**src/rtl/uart_tx_sequencer.sv**
```systemverilog
// Streams a block of DRAM bytes into a UART Transmitter, one frame at a time,
// owning the baud enable, the active-low write strobe and the inter-byte gap.
module uart_tx_sequencer #(
   parameter int CLK_DIV   = 5208,
   parameter int ADDR_W    = 8,
   parameter int GAP_TICKS = 2
) (
   input  logic              clk,
   input  logic              rst,
   input  logic              start,
   input  logic              abort,
   input  logic [ADDR_W-1:0] base_addr,
   input  logic [ADDR_W-1:0] length,
   output logic              mem_rd,
   output logic [ADDR_W-1:0] mem_addr,
   input  logic [7:0]        mem_data,
   output logic [7:0]        tx_data,
   output logic              tx_wr_n,
   output logic              tx_tick,
   input  logic              tx_busy,
   output logic              busy,
   output logic              done,
   output logic [15:0]       byte_count,
   output logic [2:0]        state_dbg
);

   // Handshake with the Transmitter: tx_wr_n is held low in REQ until tx_busy is
   // sampled high after having been seen low, so exactly one frame is accepted.

   localparam int TW = (CLK_DIV > 2) ? $clog2(CLK_DIV) : 1;
   localparam logic [TW-1:0] TICK_MAX = TW'(CLK_DIV - 1);
   localparam int GW = (GAP_TICKS > 1) ? $clog2(GAP_TICKS) : 1;
   localparam logic [GW-1:0] GAP_LAST = GW'((GAP_TICKS > 0) ? GAP_TICKS - 1 : 0);
   localparam bit GAP_NONE = (GAP_TICKS == 0);

   typedef enum logic [2:0] {
      S_IDLE  = 3'd0,
      S_FETCH = 3'd1,
      S_LOAD  = 3'd2,
      S_REQ   = 3'd3,
      S_SEND  = 3'd4,
      S_GAP   = 3'd5
   } state_t;

   state_t            state, state_n;
   logic [TW-1:0]     tick_cnt;
   logic [GW-1:0]     gap_cnt, gap_n;
   logic [ADDR_W-1:0] addr, addr_n;
   logic [ADDR_W-1:0] remaining, rem_n;
   logic [7:0]        tx_data_n;
   logic [15:0]       cnt_n;
   logic              done_n;
   logic              armed, armed_n;
   logic              abort_pend, abort_pend_n;

   always_ff @(posedge clk or posedge rst) begin
      if (rst)                      tick_cnt <= '0;
      else if (tick_cnt == TICK_MAX) tick_cnt <= '0;
      else                          tick_cnt <= tick_cnt + 1'b1;
   end

   assign tx_tick   = (tick_cnt == TICK_MAX);
   assign busy      = (state != S_IDLE);
   assign mem_addr  = addr;
   assign state_dbg = state;

   always_ff @(posedge clk or posedge rst) begin
      if (rst) begin
         state      <= S_IDLE;
         addr       <= '0;
         remaining  <= '0;
         tx_data    <= 8'h00;
         byte_count <= 16'h0000;
         done       <= 1'b0;
         armed      <= 1'b0;
         abort_pend <= 1'b0;
         gap_cnt    <= '0;
         mem_rd     <= 1'b0;
         tx_wr_n    <= 1'b1;
      end else begin
         state      <= state_n;
         addr       <= addr_n;
         remaining  <= rem_n;
         tx_data    <= tx_data_n;
         byte_count <= cnt_n;
         done       <= done_n;
         armed      <= armed_n;
         abort_pend <= abort_pend_n;
         gap_cnt    <= gap_n;
         mem_rd     <= (state_n == S_FETCH);
         tx_wr_n    <= (state_n != S_REQ);
      end
   end

   always_comb begin
      state_n      = state;
      addr_n       = addr;
      rem_n        = remaining;
      tx_data_n    = tx_data;
      cnt_n        = byte_count;
      done_n       = 1'b0;
      armed_n      = armed;
      abort_pend_n = abort_pend;
      gap_n        = gap_cnt;
      case (state)
         S_IDLE: begin
            abort_pend_n = 1'b0;
            if (start && !abort) begin
               addr_n = base_addr;
               rem_n  = length;
               if (length == '0) done_n  = 1'b1;
               else              state_n = S_FETCH;
            end
         end
         S_FETCH: state_n = abort ? S_IDLE : S_LOAD;
         S_LOAD: begin
            tx_data_n = mem_data;
            armed_n   = 1'b0;
            state_n   = abort ? S_IDLE : S_REQ;
         end
         S_REQ: begin
            // A busy seen before any idle belongs to a foreign frame in flight.
            if (tx_busy && armed) begin
               state_n      = S_SEND;
               abort_pend_n = abort;
            end else if (abort) begin
               state_n = S_IDLE;
            end else if (!tx_busy) begin
               armed_n = 1'b1;
            end
         end
         S_SEND: begin
            if (abort) abort_pend_n = 1'b1;
            if (!tx_busy) begin
               cnt_n   = byte_count + 16'd1;
               rem_n   = remaining - 1'b1;
               addr_n  = addr + 1'b1;
               gap_n   = '0;
               state_n = (abort || abort_pend) ? S_IDLE : S_GAP;
            end
         end
         S_GAP: begin
            if (abort) begin
               state_n = S_IDLE;
            end else if (GAP_NONE || (tx_tick && gap_cnt == GAP_LAST)) begin
               if (remaining == '0) begin
                  done_n  = 1'b1;
                  state_n = S_IDLE;
               end else begin
                  state_n = S_FETCH;
               end
            end else if (tx_tick) begin
               gap_n = gap_cnt + 1'b1;
            end
         end
         default: state_n = S_IDLE;
      endcase
   end

endmodule

```
**config.mk**
```make
export PLATFORM = sky130hd
export DESIGN_NAME = uart_tx_sequencer
export DESIGN_NICKNAME = d
export VERILOG_FILES = /design/src/rtl/uart_tx_sequencer.sv
export SDC_FILE = /design/constraint.sdc
export NUM_CORES = 1
export LEC_CHECK = 0
export BUFFER_PORTS_ARGS = -buffer_cell sky130_fd_sc_hd__buf_4
export CORE_ASPECT_RATIO = 1.2
export CORE_UTILIZATION = 54
export CTS_CLUSTER_DIAMETER = 150
export DETAILED_ROUTE_END_ITERATION = 12
export GPL_TIMING_DRIVEN = 0
export PLACE_DENSITY = 0.78
export SETUP_SLACK_MARGIN = 0.5
export SYNTH_ARGS = -nofsm -noshare
export SYNTH_HDL_FRONTEND = slang
export SYNTH_SLANG_ARGS = --single-unit
```
**constraint.sdc**
```tcl
create_clock -name clk -period 2.47 [get_ports clk]
set_clock_uncertainty 0.2 [all_clocks]
set_input_delay 0.247 -clock clk [delete_from_list [all_inputs] [get_ports clk]]
set_output_delay 0.247 -clock clk [all_outputs]
set_load 0.005 [all_outputs]
```
==> run_results.csv, run 1 <==
group,metric,value,unit
grt,overflow,0,
pwr,static-leakage-power,2.06,nW
cts,cts-root-to-sink-buffers,2,
synth,yosysTopAreaCellShare,49.3,%
final_layout,stdcell_area,0.00440,mm²
critical_path,cp-start-kind,"register",
cts,maximum_level_of_the_cts_h_tree,3,
sta,slew_at_the_pin_closest_to_its_max_slew_limit,0.599,ns
critical_path,cp-end-kind,"output pin",
synth,post-synth-top-count-cell,"sky130_fd_sc_hd__dfrtp_1",
grt,overall_global_routing_usage,27.2,%
routing,drt_first_pass_iters,10,
final_layout,layout-area-overhead-vs-synth,41.8,%
cts,cts.sinks,62,
sta,timing_limited_maximum_frequency,456,MHz
status,violations,"design-rule violations",
routing,route.detailed.drc,6,
hold_path,hold_path_startpoint,"length[3]",
sta,timing.slew.headroom,59.0,%
synth,synth_cell_types,57,
cts,clk_pin_slew_worst_paths,0.07,ns
place,dpl-instance-area,0.00368,mm²
grt,grt_pass1_vias,2658,
synth,syn-instance-count,300,
sta,hold_viol_final,0,
sta,rsz0062_at_grt,"yes",
cts,cts_buffers,9,
routing,post_drt_via_cell_ratio,5.83,
routing,antenna_left,0,
critical_path,cell_count_of_the_worst_reg_to_reg_path,9,
floorplanning,core_region_area,0.00541,mm²
cts,clk_latency_worst_skew_pair,0.35,ns
floorplanning,floorplan.die_area,0.00605,mm²
hold_path,hold_end,"remaining[3]",
final_layout,post_route_cells_drive_above_1_share,37.5,%
synth,post_synthesis_net_count,334,
grt,pin_count_of_the_biggest_net_entering_global_routing,63,
floorplanning,num_io_pins,69,
cts,tritoncts,"yes",
synth,synth-edff-count,0,
critical_path,rr_endpoint,"mem_rd",
synth,syn_area,0.00310,mm²
critical_path,critical_path_peak_fanout,2,
place,gp_congestion,0.826,
synth,synth_top_cells_by_area,"sky130_fd_sc_hd__dfrtp_1 (49%), sky130_fd_sc_hd__a21oi_1 (3.7%), sky130_fd_sc_hd__xnor2_1 (3.7%)",
critical_path,cp_data_arrival_time,1.75,ns
synth,synth_top_area_cell,"sky130_fd_sc_hd__dfrtp_1",
sta,layout_worst_path_cycle_share,88.8,%
grt,grt_pass1_wl,12.6,mm
synth,dominantRegCellSynth,"sky130_fd_sc_hd__dfrtp_1",
floorplanning,die_height,85.0,µm
critical_path,critical_path_required,2.02,ns
sta,min_period,2.19,ns
routing,wire_per_inst,16.7,µm
routing,initialDrtViolationCount,209,
synth,syn-mean-instance-area,10.3,µm²
final_layout,nFillCells,326,
synth,synth_common_cells,"sky130_fd_sc_hd__dfrtp_1 (61), sky130_fd_sc_hd__nor2_1 (24), sky130_fd_sc_hd__a21oi_1 (23)",
synth,yosysWarningCount,0,
sta,fin_tns_setup,0,ns
place,dp.final_hpwl,4.83,mm
sta,slew_violations,0,
grt,antenna_found_initial,0,
sta,setup_viol,0,
synth,yosysSeqAreaShare,50.1,%
synth,synth_seq_cells,62,
routing,routed-via-count,2832,
status,outcome,"complete, but fails checks",
pwr,peakVddDrop,647,µV
place,port_buffers,67,
critical_path,r2r_start,"tick_cnt[1]",
run,cap_violations,0,
final_layout,design.final.nets,453,
final_layout,diodes,0,
pwr,pwr_density_cell,705,mW/mm²
critical_path,timing.setup.critical_path_class,"register to output pin",
hold_path,min_path_cells,3,
critical_path,ff2ff_setup_slack,0.31,ns
floorplanning,die_width,71.2,µm
cts,cts.root.buffer_cell,"sky130_fd_sc_hd__clkbuf_8",
floorplanning,core.rowCount,29,
routing,routed_wirelength,8.12,mm
floorplanning,initial_core_util,57.3,%
synth,async_flop_share,100,%
hold_path,hold_path_class,"primary input to register",
==> per-layer routing <==
| layer | up-vias | GRT usage (%) | part of all wire (%) |
|---|---|---|---|
| li1 | 1319 | - | - |
| met1 | 1383 | 34.8 | 40 |
| met2 | 114 | 44.6 | 52 |
| met3 | 16 | 7.01 | 6.0 |
| met4 | 0 | 9.82 | 2.3 |
| met5 | - | 0 | 0 |
==> layout make-up <==
type | instances | area [µm²] | share of cell area, %
timing repair buffer | 108 | 893 | 20.3
multi-input combinational | 215 | 1560 | 35.4
tap | 62 | 77.6 | 1.76
sequential | 62 | 1560 | 35.4
clock buffer | 11 | 131 | 2.99
clock inverter | 5 | 50.0 | 1.14
buffer | 13 | 90.1 | 2.05
inverter | 10 | 41.3 | 0.939
==> registers in the layout, summed over array words and instances, names as in the netlist <==
register	flops
abort_pend	1
armed	1
byte_count	16
done	1
gap_cnt	1
mem_addr	8
mem_rd	1
remaining	8
state_dbg	3
tick_cnt	13
tx_data	8
tx_wr_n	1
==> through the flow <==
step                      power [mW]  hold WS [ns]  setup slack [ns]  utilization, %  instances
final                           3.10      0.000488             0.277            81.3        486
after global routing            3.26        0.0284             0.248            81.3        486
after CTS                       3.04       0.00412             0.272            77.3        473
after detailed placement        2.15         0.264             0.331            68.1        429
after global placement          2.11         0.258             0.356            68.1        429
after floorplan                 1.77         0.165             0.575               -        300
==> cell usage in the layout (no fill, tap or decap), drive strengths merged, types with 6 or more instances in the layout <==
cell         count
xor2            12
nor2            25
nand2b           6
nand3           13
dfrtp           61
mux2             9
inv              9
nand4            9
nor3             9
o21ai           15
dlygate4sd3     16
xnor2           13
buf            101
a21oi           23
and3             6
clkbuf          14
nand2           14
==> logic make-up after synthesis <==
logic type | share of synthesized area (%)
AO/OA/AOI/OAI | 12.2
XOR/XNOR | 7.06
adder cells (fa/ha/maj) | 2.02
buffers and inverters | 3.31
flip-flops | 50.1
multiplexers | 3.92
AND/OR/NAND/NOR | 21.4
==> what timing repair did <==
item | 4_1_cts | 5_1_grt
setup endpoints to repair | 28 | 30
gates resized for setup | 15 | 38
hold buffers | 15 | 1
buffers inserted | 13 | 10
hold endpoints to repair | 15 | 22
gates cloned | 0 | 1
pin swaps | 6 | 6
==> report_power, final <==
part / internal, mW / switching (mW) / total (mW)
registers: 1.21 / 0.186 / 1.40
logic: 0.479 / 0.364 / 0.843
clock network: 0.459 / 0.394 / 0.853
total: 2.15 / 0.945 / 3.10
==> worst max path at each step <==
stage,cells after the start,endpoint,start
2_1_floorplan,6,done,tick_cnt[0]
3_3_place_gp,5,tx_tick,tick_cnt[0]
3_5_place_dp,5,tx_tick,tick_cnt[0]
4_1_cts,5,tx_tick,tick_cnt[1]
5_1_grt,5,tx_tick,tick_cnt[0]
6_report,5,tx_tick,tick_cnt[1]
==> worst max-delay path, cell delays in order (launching register included) <==
cell,delay (ns)
sky130_fd_sc_hd__dfrtp_1,0.39
sky130_fd_sc_hd__ha_4,0.15
sky130_fd_sc_hd__or4bb_4,0.47
sky130_fd_sc_hd__nor3_4,0.17
sky130_fd_sc_hd__buf_6,0.14
sky130_fd_sc_hd__buf_6,0.08
Note: power is estimated with default switching activity, not from simulation.
==> inputs of run 2 (changes only) <==
CORE_MARGIN = 1.5   (was default)
clock period = 2.26 ns   (was 2.47 ns; I/O delays follow)
==> run_results.csv, run 2 (same netlist as run 1, synthesis figures left out) <==
group,metric,value,unit
final_layout,largest-register,"byte_count",
routing,antenna_left,0,
floorplanning,die_height,86.0,µm
status,violations,"negative hold slack",
floorplanning,core_region_area,0.00559,mm²
pwr,peakVddDrop,549,µV
routing,wire_per_inst,24.9,µm
final_layout,post_route_cells_drive_above_1_share,51.4,%
final_layout,design.final.nets,484,
routing,drt_first_pass_iters,8,
run,cap_violations,0,
cts,tritoncts,"yes",
sta,slew_violations,0,
place,port_buffers,67,
floorplanning,num_io_pins,69,
routing,routed-via-count,3458,
routing,routed_wirelength,12.9,mm
critical_path,critical_path_required,1.83,ns
place,dpl-instance-area,0.00375,mm²
final_layout,diodes,0,
sta,timing_limited_maximum_frequency,446,MHz
pwr,pwr_density_cell,783,mW/mm²
cts,cts-root-to-sink-buffers,2,
cts,cts.root.buffer_cell,"sky130_fd_sc_hd__clkbuf_8",
final_layout,final_cell_mix,"sky130_fd_sc_hd__buf_4 (93), sky130_fd_sc_hd__dfrtp_1 (58), sky130_fd_sc_hd__buf_6 (28)",
cts,cts_buffers,9,
critical_path,critical_path_peak_fanout,2,
hold_path,hold_path_class,"primary input to register",
critical_path,timing.setup.critical_path_class,"register to output pin",
final_layout,stdcell_area,0.00509,mm²
sta,slew_at_the_pin_closest_to_its_max_slew_limit,0.975,ns
floorplanning,floorplan.die_area,0.00620,mm²
grt,grt_pass1_wl,14.6,mm
final_layout,reg.largest.list,"byte_count x16, tick_cnt x13",
sta,fin_tns_setup,0,ns
final_layout,largest_register_ff_count,16,
cts,cts.sinks,62,
floorplanning,die_width,72.2,µm
critical_path,cp-end-kind,"output pin",
sta,hold_slack,-0.00735,ns
floorplanning,core.rowCount,30,
status,outcome,"complete, but fails checks",
cts,clk_pin_slew_worst_paths,0.08,ns
sta,min_period,2.24,ns
grt,antenna_found_initial,0,
routing,initialDrtViolationCount,384,
pwr,static-leakage-power,2.35,nW
final_layout,layout_commonest_cell,"sky130_fd_sc_hd__buf_4",
cts,maximum_level_of_the_cts_h_tree,3,
cts,clk_latency_worst_skew_pair,0.36,ns
place,dp.final_hpwl,4.71,mm
sta,timing.slew.headroom,34.4,%
sta,setup_viol,0,
critical_path,cp-start-kind,"register",
routing,route.detailed.drc,0,
sta,layout_worst_path_cycle_share,99.2,%
grt,grt_pass1_vias,3034,
floorplanning,initial_core_util,55.4,%
sta,rsz0062_at_grt,"yes",
grt,overall_global_routing_usage,31.1,%
sta,hold_viol_final,1,
critical_path,cp_data_arrival_time,1.82,ns
final_layout,layout-area-overhead-vs-synth,64.3,%
grt,overflow,0,
grt,pin_count_of_the_biggest_net_entering_global_routing,63,
place,gp_congestion,0.839,
routing,post_drt_via_cell_ratio,6.66,
-- run 2: cell count changes in the layout (fill, tap and decap cells not counted), sizes merged --
cell | previous run | this run
buf | 101 | 126
bufinv | 1 | 2
clkbuf | 14 | 15
clkdlybuf4s15 | 1 | 0
clkinv | 4 | 2
clkinvlp | 1 | 3
dlygate4sd3 | 16 | 20
nor2 | 25 | 26
-- run 2: layout make-up --
class	instances	area, µm²
plain buffers	13	141
clock buffers	10	138
clock inverters	6	85.1
fillers	196	500
inverters	10	41.3
multi-input cells	216	1870
flip-flops and latches	62	1560
well taps	64	80.1
repair buffers	138	1180
-- run 2: final timing paths --
kind,from,endpoint,slack [ns],depth (start not counted)
worst max-delay path,tick_cnt[1],tx_tick,0.02,5
worst min-delay path,length[7],remaining[7],-0.007,3
min in group asynchronous,rst,byte_count[7],0.26,3
max in group asynchronous,rst,state_dbg[0],0.98,4
worst min register to register,tx_data[2],tx_data[2],0.31,1
worst max register to register,tick_cnt[1],state_dbg[0],0.02,9
-- run 2: layer usage --
layer / global-route usage, % / wire [µm] / vias up / part of all wire, %
met3: 6.93 / 1090 / 115 / 8.5
li1: - / - / 1387 / -
met2: 54.9 / 6480 / 282 / 50
met4: 15.1 / 1000 / 0 / 7.8
met1: 35.1 / 4330 / 1674 / 34
met5: 0 / 0 / - / 0
-- run 2: what timing repair did --
action	4_1_cts	5_1_grt
gates cloned	3	3
hold buffers	18	2
setup endpoints to repair	51	56
setup buffers	32	13
pin swaps	20	15
gates resized for setup	58	69
hold endpoints to repair	18	18
-- run 2: power by group --
group | internal [mW] | switching, mW | total, mW
Combinational | 0.677 | 0.571 | 1.25
Sequential | 1.33 | 0.263 | 1.59
Clock | 0.647 | 0.504 | 1.15
Total | 2.65 | 1.34 | 3.99
-- run 2: metrics by stage --
step | util (%) | power [mW] | cells | setup slack (ns)
floorplan | - | 1.96 | 300 | 0.407
global placement | 67.1 | 2.33 | 431 | 0.182
detailed placement | 67.1 | 2.37 | 431 | 0.164
CTS | 83.2 | 3.64 | 500 | 0.145
global route | 91.1 | 4.10 | 519 | -0.0274
finish | 91.1 | 3.99 | 519 | 0.0172
-- run 2: critical path, cell delays in order, from the launching register on --
cell and delay, ns:
sky130_fd_sc_hd__dfrtp_1 0.39, sky130_fd_sc_hd__ha_4 0.15, sky130_fd_sc_hd__or4bb_4 0.49, sky130_fd_sc_hd__nor3_4 0.20
sky130_fd_sc_hd__buf_6 0.14, sky130_fd_sc_hd__buf_6 0.09
==> inputs of run 3 (changes only) <==
RECOVER_POWER = 100   (was default)
SETUP_SLACK_MARGIN = 0.15   (was 0.5)
SLEW_MARGIN = 20   (was default)
==> run_results.csv, run 3 (same netlist as run 1, synthesis figures left out) <==
group,metric,value,unit
pwr,pwr_density_cell,830,mW/mm²
pwr,peakVddDrop,718,µV
sta,worst_slack,0.0921,ns
critical_path,critical_path_peak_fanout,2,
sta,slew_violations,0,
floorplanning,die_height,86.0,µm
final_layout,largest-register,"byte_count",
grt,overall_global_routing_usage,25.1,%
place,dp_worst_setup_slack,0.154,ns
final_layout,largest_register_ff_count,16,
critical_path,cp_data_arrival_time,1.74,ns
floorplanning,core.rowCount,30,
floorplanning,num_io_pins,69,
grt,grt_pass1_vias,2716,
routing,initialDrtViolationCount,111,
critical_path,timing.setup.critical_path_class,"register to output pin",
place,dp.final_hpwl,4.80,mm
run,cap_violations,0,
final_layout,diodes,0,
routing,routed_wirelength,7.53,mm
final_layout,layout_commonest_cell,"sky130_fd_sc_hd__dfrtp_1",
routing,wire_per_inst,15.6,µm
routing,route.detailed.drc,0,
sta,layout_worst_path_cycle_share,95.9,%
final_layout,final_cell_mix,"sky130_fd_sc_hd__dfrtp_1 (60), sky130_fd_sc_hd__buf_4 (39), sky130_fd_sc_hd__clkbuf_4 (36)",
pwr,power.share.clock,33.5,%
grt,overflow,0,
sta,setup_viol,0,
status,violations,"negative hold slack",
grt,grt_pass1_wl,12.0,mm
routing,antenna_left,0,
cts,tritoncts,"yes",
floorplanning,core_region_area,0.00559,mm²
final_layout,final_cell_utilization_of_the_core,76.0,%
sta,hold_viol_final,1,
sta,hold_slack,-0.00288,ns
sta,timing_limited_maximum_frequency,461,MHz
pwr,combinationalPowerShare,23.6,%
cts,cts.root.buffer_cell,"sky130_fd_sc_hd__clkbuf_8",
status,outcome,"complete, but fails checks",
cts,clk_latency_worst_skew_pair,0.35,ns
final_layout,design.final.nets,448,
final_layout,post_route_cells_drive_above_1_share,29.8,%
cts,cts-root-to-sink-buffers,2,
sta,slew_at_the_pin_closest_to_its_max_slew_limit,1.11,ns
pwr,share_seq_of_total_power,42.9,%
final_layout,nFillCells,384,
sta,timing.slew.headroom,25.5,%
critical_path,cp-end-kind,"output pin",
routing,routed-via-count,2734,
cts,maximum_level_of_the_cts_h_tree,3,
pwr,total_switching_power,1.01,mW
cts,cts_buffers,9,
routing,post_drt_via_cell_ratio,5.66,
cts,clk_pin_slew_worst_paths,0.07,ns
grt,pin_count_of_the_biggest_net_entering_global_routing,39,
cts,cts.sinks,62,
floorplanning,floorplan.die_area,0.00620,mm²
hold_path,hold_path_class,"primary input to register",
final_layout,reg.largest.list,"byte_count x16, tick_cnt x13",
sta,min_period,2.17,ns
place,port_buffers,67,
floorplanning,die_width,72.2,µm
routing,drt_first_pass_iters,4,
pwr,power.switching_fraction,28.7,%
sta,rsz0062_at_grt,"yes",
final_layout,layout-area-overhead-vs-synth,37.1,%
place,gp_congestion,0.850,
pwr,static-leakage-power,1.99,nW
floorplanning,initial_core_util,55.4,%
pwr,total_internal_power,2.51,mW
critical_path,cp-start-kind,"register",
grt,antenna_found_initial,0,
critical_path,critical_path_required,1.83,ns
==> run 3: cell count changes in the layout (fill, tap and decap cells not counted), sizes merged <==
cell	delta
buf	-79
bufinv	+1
clkbuf	+45
clkinv	+1
clkinvlp	-1
dlygate4sd3	-2
nor2	-1
==> run 3: worst paths after layout <==
kind | start | end | slack [ns] | cells after the start
max in group asynchronous | rst | tx_wr_n | 0.66 | 4
hold / removal | length[1] | remaining[1] | -0.003 | 3
hold reg to reg | armed | armed | 0.29 | 2
setup / recovery | tick_cnt[1] | tx_tick | 0.09 | 5
setup reg to reg | tick_cnt[1] | mem_rd | 0.15 | 9
min in group asynchronous | rst | tx_data[7] | 0.45 | 3
==> run 3: per-layer routing <==
layer	GRT usage [%]	wire [µm]	vias to the layer above
li1	-	-	1307
met5	0	0	-
met2	42.4	3780	82
met3	4.94	386	18
met4	12.3	205	0
met1	30.4	3160	1327
==> run 3: worst max-delay path, stage by stage, from the launching register on <==
cell and delay [ns]:
sky130_fd_sc_hd__dfrtp_1 0.36, sky130_fd_sc_hd__ha_1 0.17, sky130_fd_sc_hd__or4bb_1 0.46, sky130_fd_sc_hd__nor3_4 0.16, sky130_fd_sc_hd__buf_4 0.14, sky130_fd_sc_hd__clkbuf_1 0.11
==> run 3: power groups by stage <==
| stage | combinational, mW | clock, mW | sequential [mW] |
|---|---|---|---|
| floorplan | 0.416 | 0 | 1.52 |
| global placement | 0.783 | 0 | 1.53 |
| detailed placement | 0.811 | 0 | 1.54 |
| CTS | 0.843 | 1.19 | 1.52 |
| global route | 0.917 | 1.23 | 1.54 |
| finish | 0.833 | 1.18 | 1.51 |
==> run 3: timing repair <==
action                                  4_1_cts  5_1_grt
setup buffers                                10        7
pin swaps                                     4        5
hold buffers                                 18        0
resized for setup                             2       19
hold endpoints to repair                     79        0
endpoints found under the setup margin        3       21
==> run 3: through the flow <==
stage          setup TNS [ns]  cell area (µm²)  hold slack (ns)  power [mW]  cells
3_5_place_dp                0             3700           0.0214        2.35    432
5_1_grt                     0             4250           0.0307        3.69    483
6_report                    0             4250         -0.00288        3.52    483
3_3_place_gp           -30.36             3680            0.258        2.31    431
2_1_floorplan               0             3100            0.176        1.93    300
4_1_cts                     0             4200          0.00104        3.55    476
==> run 3: layout make-up <==
cell class / count / area [µm²] / area share [%]
flip-flops and latches: 62 / 1550 / 36.6
multi-input cells: 215 / 1450 / 34.0
repair buffers: 103 / 828 / 19.5
clock buffers: 9 / 124 / 2.92
clock inverters: 7 / 113 / 2.65
well taps: 64 / 80.1 / 1.89
plain buffers: 13 / 65.1 / 1.53
inverters: 10 / 38.8 / 0.913
